<file path="config.mk">
export PLATFORM = sky130hd
export DESIGN_NAME = bsod_mode_ctrl
export DESIGN_NICKNAME = d
export VERILOG_FILES = /design/src/rtl/bsod_mode_ctrl.sv
export SDC_FILE = /design/constraint.sdc
export NUM_CORES = 1
export LEC_CHECK = 0
export CAP_MARGIN = 20
export CORE_MARGIN = 5
export CORE_UTILIZATION = 45
export CTS_CLUSTER_DIAMETER = 200
export DETAILED_ROUTE_END_ITERATION = 7
export GPL_ROUTABILITY_DRIVEN = 0
export PLACE_DENSITY = 0.75
export SETUP_SLACK_MARGIN = 0.1
export SLEW_MARGIN = 15
export SYNTH_ARGS = -nofsm -noshare
export SYNTH_HDL_FRONTEND = slang
export SYNTH_SLANG_ARGS = --single-unit
</file>
<file path="constraint.sdc">
create_clock -name CLOCK_50_B5B -period 2.2 [get_ports CLOCK_50_B5B]
set_input_delay 0.44 -clock CLOCK_50_B5B [delete_from_list [all_inputs] [get_ports CLOCK_50_B5B]]
set_output_delay 0.44 -clock CLOCK_50_B5B [all_outputs]
set_load 0.1 [all_outputs]
</file>
<file path="src/rtl/bsod_mode_ctrl.sv">
// bsod_mode_ctrl: sequences the HDMI switch between pass-through and the BSOD generator.
// The generator is enabled before switch-over and disabled only after switch-back.
module bsod_mode_ctrl #(
    parameter int DEBOUNCE_CYCLES     = 1000000,
    parameter int SETTLE_CYCLES       = 50000,
    parameter int BSOD_TIMEOUT_CYCLES = 0
) (
    input  logic       CLOCK_50_B5B,
    input  logic       reset_n,
    input  logic       pll_locked,
    input  logic       cfg_done,
    input  logic       trigger_n,
    input  logic       force_bsod,
    output logic       vg_enable,
    output logic       hdmi_sw,
    output logic       bsod_active,
    output logic [2:0] state_o
);
    localparam int DW = $clog2(DEBOUNCE_CYCLES) + 1;
    localparam int CMAX = SETTLE_CYCLES > BSOD_TIMEOUT_CYCLES ? SETTLE_CYCLES : BSOD_TIMEOUT_CYCLES;
    localparam int CW = $clog2(CMAX) + 1;
    localparam bit TMO_EN = BSOD_TIMEOUT_CYCLES > 0;
    localparam logic [DW-1:0] DB_LAST = DW'(DEBOUNCE_CYCLES - 1);
    localparam logic [CW-1:0] SETTLE_LAST = CW'(SETTLE_CYCLES - 1);
    localparam logic [CW-1:0] TMO_LAST = CW'(TMO_EN ? BSOD_TIMEOUT_CYCLES - 1 : 0);

    typedef enum logic [2:0] {INIT = 3'd0, PASS = 3'd1, ARM = 3'd2, BSOD = 3'd3, DISARM = 3'd4} state_t;

    state_t state, state_nxt;
    logic lock_s1, lock_sync, trig_s1, trig_sync, force_s1, force_sync;
    logic trig_db, trig_db_q, press, toggle_req, toggle_nxt;
    logic online, timeout, target;
    logic [DW-1:0] db_cnt;
    logic [CW-1:0] cnt;

    always_comb begin
        online = lock_sync & cfg_done;
        timeout = TMO_EN && state == BSOD && cnt == TMO_LAST;
        toggle_nxt = (state inside {PASS, ARM, BSOD, DISARM}) && !timeout ? toggle_req ^ press : 1'b0;
        target = toggle_nxt | force_sync;
        state_nxt = INIT;
        case (state)
            INIT:    state_nxt = online ? PASS : INIT;
            PASS:    state_nxt = target ? ARM : PASS;
            ARM:     state_nxt = cnt == SETTLE_LAST ? BSOD : ARM;
            BSOD:    state_nxt = (!target || timeout) ? DISARM : BSOD;
            DISARM:  state_nxt = cnt == SETTLE_LAST ? PASS : DISARM;
            default: state_nxt = INIT;
        endcase
        // losing lock or configuration drops straight to INIT, no settle sequence
        if (!online)
            state_nxt = INIT;
    end

    always_ff @(posedge CLOCK_50_B5B) begin
        if (!reset_n) begin
            lock_s1     <= 1'b0;
            lock_sync   <= 1'b0;
            trig_s1     <= 1'b1;
            trig_sync   <= 1'b1;
            force_s1    <= 1'b0;
            force_sync  <= 1'b0;
            db_cnt      <= '0;
            trig_db     <= 1'b1;
            trig_db_q   <= 1'b1;
            press       <= 1'b0;
            toggle_req  <= 1'b0;
            state       <= INIT;
            cnt         <= '0;
            vg_enable   <= 1'b0;
            hdmi_sw     <= 1'b1;
            bsod_active <= 1'b0;
        end else begin
            lock_s1     <= pll_locked;
            lock_sync   <= lock_s1;
            trig_s1     <= trigger_n;
            trig_sync   <= trig_s1;
            force_s1    <= force_bsod;
            force_sync  <= force_s1;
            db_cnt      <= (trig_sync == trig_db || db_cnt == DB_LAST) ? '0 : db_cnt + 1'b1;
            trig_db     <= (trig_sync != trig_db && db_cnt == DB_LAST) ? trig_sync : trig_db;
            trig_db_q   <= trig_db;
            press       <= trig_db_q & ~trig_db;
            toggle_req  <= toggle_nxt;
            state       <= state_nxt;
            cnt         <= state_nxt != state ? '0 :
                           (state == ARM || state == DISARM || (TMO_EN && state == BSOD)) ? cnt + 1'b1 : cnt;
            vg_enable   <= state_nxt inside {ARM, BSOD, DISARM};
            hdmi_sw     <= state_nxt != BSOD;
            bsod_active <= state_nxt == BSOD;
        end
    end

    assign state_o = state;
endmodule
</file>
---- Word level (Yosys, flattened, before mapping) ----
Index checks and enable logic that the tools add are counted.
cells by class
  $add $sub $neg .......................... 2
  eq/ne operators ......................... 13
  multiplexer cells ....................... 7
  bitwise logic cells ..................... 6
  reduce and logical (&&, ||, !) cells .... 8
operators with widths
  operator                 number
  $add A21 B1 Y21 const B  1
  $eq A21 B20 Y1 const B   1
  $add A17 B1 Y17 const B  1
  $eq A17 B16 Y1 const B   1
  $pmux W3 S5              1
  $eq A3 B2 Y1 const B     4
  $mux W3                  3
  $eq A3 B3 Y1 const B     2
  $reduce_bool A4 Y1       1
  $reduce_or A2 Y1         2
  $eq A3 B1 Y1 const B     1
  $logic_not A3 Y1         1
  $ne A3 B2 Y1 const B     1
  $ne A3 B3 Y1             1
  $reduce_bool A3 Y1       1
  $and A1 B1 Y1            2
  $logic_or A1 B1 Y1       2
  $mux W1                  2
  $mux W2                  1
  $not A1 Y1               2
  $eq A1 B1 Y1             1
  $logic_and A1 B1 Y1      1
  $ne A1 B1 Y1             1
  $or A1 B1 Y1             1
  $xor A1 B1 Y1            1
storage, ports and cells
  bits in registers ....................... 54
  logic and storage cells ................. 52

---- Depth between registers and ports, before layout ----
  depth in word-level cells ............... 9
  gate-level depth with buffers ........... 8
  depth with buffers taken out ............ 7

---- Worst setup path after synthesis ----
No wires, ideal clock.
  path kind ............................... reg2reg
  start point ............................. reg state[0], in the netlist state_o[0]
  end point ............................... reg cnt[10]
  setup time .............................. 121 ps
  arrival time ............................ 2342 ps
  slack ................................... -263 ps
  cell stages (with the launch flop) ...... 9
  clock period less this slack ............ 2463 ps
  cells stage by stage .................... dfxtp_1 buf_2 inv_1 nor3_1 or3_1 a22o_1 buf_2 buf_2 nor3_1
on the way
  word-level cells in the longest chain between the ends .. 9
RTL lines
  item                                        RTL line  RTL
  start: declaration                          29        state_t state, state_nxt;
  start signal: assignment                    85        state <= state_nxt;
  $eq A3 B1 Y1, or another cell as far along  39, 42
  $reduce_bool A4 Y1                          39        toggle_nxt = (state inside {PASS, ARM, BSOD, DISARM}) && !timeout ? toggle_req ^ press : 1'b0;
  $mux W1                                     39
  $or A1 B1 Y1                                40        target = toggle_nxt | force_sync;
  $mux W3 or $mux W2 (tied branches)          46, 44
  $pmux W3 S5                                 42        case (state)
  $mux W3                                     51        if (!online)
  $ne A3 B3 Y1                                86        cnt <= state_nxt != state ? '0 :
  $reduce_or A2 Y1 (no source line)           n/a
  end signal: assignment                      86
  end: declaration                            34        logic [CW-1:0] cnt;
Parallel ways exist; a longest one is shown, timed or not.
A chain may end at the register's enable or synchronous reset.

---- Worst setup path in the final report ----
  start point ............................. reg cnt[14]
  end point ............................... reg state[0], in the netlist state_o[0]
on the way
  word-level cells in the longest chain between the ends .. 4
RTL lines
  item                                RTL line
  $eq A17 B16 Y1 (*)                  45, 47
  $mux W3 or $mux W1 (tied branches)  47, 45
  $pmux W3 S5 (*)                     42
  $mux W3 (*)                         51
Every way passes the cells marked *; elsewhere a longest branch is shown, timed or not.

==> reports/results.ini <==
[sta]
maxSlewViolCount=0
tightest_slew_ps=589.1
timing.slew.headroom=0.6043
hold_viol=0
finalSetupViolations=0
fin_setup_tns_ps=0
fin_ws_ps=204.5
post-route-period-util=0.9070
whs_ps=416.6
rsz0062_at_grt=yes
fin_crit_ps=1996
finClkSkew_ps=16.73
fmax_mhz=501.1

[logic_synthesis]
yosys_warnings=0
seq_area_frac_synth=0.4543
synth-edff-count=0
synth_cells=256
synth.avg_cell_area_um2=9.296
synth_flop_cell=dfxtp_1
ys_seq_elements=54
synth.largest_area_cell=dfxtp_1
async_flop_share=0
synthTopCellsByArea=dfxtp_1 (45%), xor2_1 (11%), nor3_1 (5.3%), nor2_1 (4.4%), nand4_1 (3.7%)
synth_cell_types=38
synth_top_cell_area_share=0.4543
synth_area_um2=2380
syn_nets=264

[grt]
grt_overflow=0
first_global_vias=1627
antenna_found_initial=0
grt_pass1_wl_um=6982
grt_max_degree=22
gr-usage-all-layers=0.1337

[clock_tree]
clk_pin_slew_ps=110
cts_root_buffer=clkbuf_8
h-tree-depth=2
clkSinkCount=54
clk_latency_ps=320
numCtsBuffers=5
tritoncts=built
post_cts_buffers=0
cts_buffer_depth=2

[layout]
fin_nets=280
mostFrequentLayoutCells=dfxtp_1 (51), xor2_1 (29), nor2_1 (28), nor3_1 (25), nand3_1 (16)
area_delta_synth_final_pct=12.88
seq_area_um2=1087
num_antenna_cells=0
fillCellCount=469
drive_gt1_frac=0.1209
multi_input_area_um2=1216
finish.instance_area_um2=2686
mostFrequentLayoutCell=dfxtp_1

[detailed_routing]
vias=1768
drtPass1Iterations=4
drt_iter0_drc=70
viasPerCell=5.155
drtAntennaViolNets=0
drcViolationCount=0
wl_per_cell_um=11.71
drt_wl_total_um=4017

[placed_design]
portBuffers=11
pre_cts_ws_ps=73.75
place_area_um2=2577
place_hpwl_um=2800

[die]
die_x_um=82.72
core_area_um2=5107
rows=26
dieArea_um2=6843
ios=12
die-height_um=82.72
start_util=0.4659

[critical_path]
r2r_setup_slack_ps=200
crit_arrival_ps=2230
worst_path_max_delay_cell=or4bb_1
reg2reg_to=state_o[0]
crit_fanout=3
critPathLaunchType=flop
ff2ff_path_depth=5
cpPeakStageDelay_ps=540
crit_type=reg -> reg
endpoint_kind=flop
path_cells=or4bb_1 > nor4_4 > inv_1 > maj3_2 > o31ai_2
crit_required_ps=2430
critPathLaunch=cnt[14]
reg2reg_from=cnt[14]

[hold_path]
hold_path_end=press
hold_path_class=reg -> reg
hp-start=trig_db_q
min_path_cells=2

[power_and_ir_drop]
ir_drop_v=0.0004365
p_leak_nw=0.9192
power_density_nw_per_um2=603.5

[run]
drv_cap=0

[status]
status=finished, final reports clean

-- metrics by stage --
step,util,power [mW],cells
after global routing,0.5260,1.692,343
after CTS,0.5238,1.647,343
final,0.5260,1.621,343
after floorplan,-,1.042,256
after detailed placement,0.5047,1.066,335
after global placement,0.5047,1.065,335
-- sequential cells by signal (all words and copies together), names as in the netlist --
register,count
lock_sync,1
bsod_active,1
lock_s1,1
trig_sync,1
force_s1,1
db_cnt,21
state_o,3
toggle_req,1
hdmi_sw,1
cnt,17
trig_db,1
trig_s1,1
press,1
force_sync,1
vg_enable,1
trig_db_q,1
-- how the worst max path moves through the flow --
stage                       endpoint  cells past startpoint  slack [ps]
after floorplan              cnt[10]                      8         240
after global placement       cnt[14]                      5         110
after detailed placement      cnt[1]                      5          70
after CTS                     cnt[1]                      6         190
after global routing      state_o[0]                      5         100
final                     state_o[0]                      5         200
-- metal layers --
metal,global-route usage,part of all wire,vias to the layer above
met2,0.2188,0.46,20
met1,0.1602,0.49,821
met5,0,0,-
met3,0.02928,0.031,8
met4,0.07843,0.025,0
li1,-,-,919
-- repair_timing --
action | CTS | global route
hold buffers | 0 | 0
endpoints found under the setup margin | 0 | 25
resized for setup | 0 | 2
-- worst max-delay path: cells and delay by family, from the launching register on --
kind	cells	cell delay, ps
AO/OA/AOI/OAI	1	180
adder cells (fa/ha/maj)	1	320
buffers and inverters	1	130
flip-flops	1	370
AND/OR/NAND/NOR	2	900
-- Yosys cell counts (2+ instances only) --
master     n
a21oi_1    3
and2_1     6
and3_1     4
and4_1     3
buf_2      3
buf_6      3
clkbuf_1   3
dfxtp_1   54
ha_1       2
inv_1      8
mux2i_1    2
nand2_1   13
nand2b_1   3
nand3_1   16
nand4_1   14
nor2_1    28
nor3_1    25
nor4_1     4
or3_1      5
or4bb_1    2
xnor2_1   10
xor2_1    29
-- cells by family (layout without fill, tap and decap cells) --
kind of cell	after synthesis	after routing	share of synthesized area
buffers and inverters	18	35	0.03943
adder cells (fa/ha/maj)	3	3	0.01525
AO/OA/AOI/OAI	13	13	0.05206
AND/OR/NAND/NOR	127	127	0.2871
flip-flops	54	54	0.4543
multiplexers	2	2	0.008413
XOR/XNOR	39	39	0.1435
-- power breakdown --
part	switching (mW)	total [mW]	internal [mW]	leakage, nW
logic	0.0300	0.0568	0.0268	0.431
clock network	0.342	0.578	0.236	0.0502
registers	0.00449	0.987	0.982	0.438
-- final cells by class --
cell class                 instances  share of cell area
sequential                        54              0.4047
tap                               70             0.03260
clock inverter                     3             0.01071
multi-input combinational        184              0.4527
clock buffer                       5             0.02562
timing repair buffer              19             0.06241
inverter                           8             0.01118
Note: power is estimated with default switching activity, not from simulation.
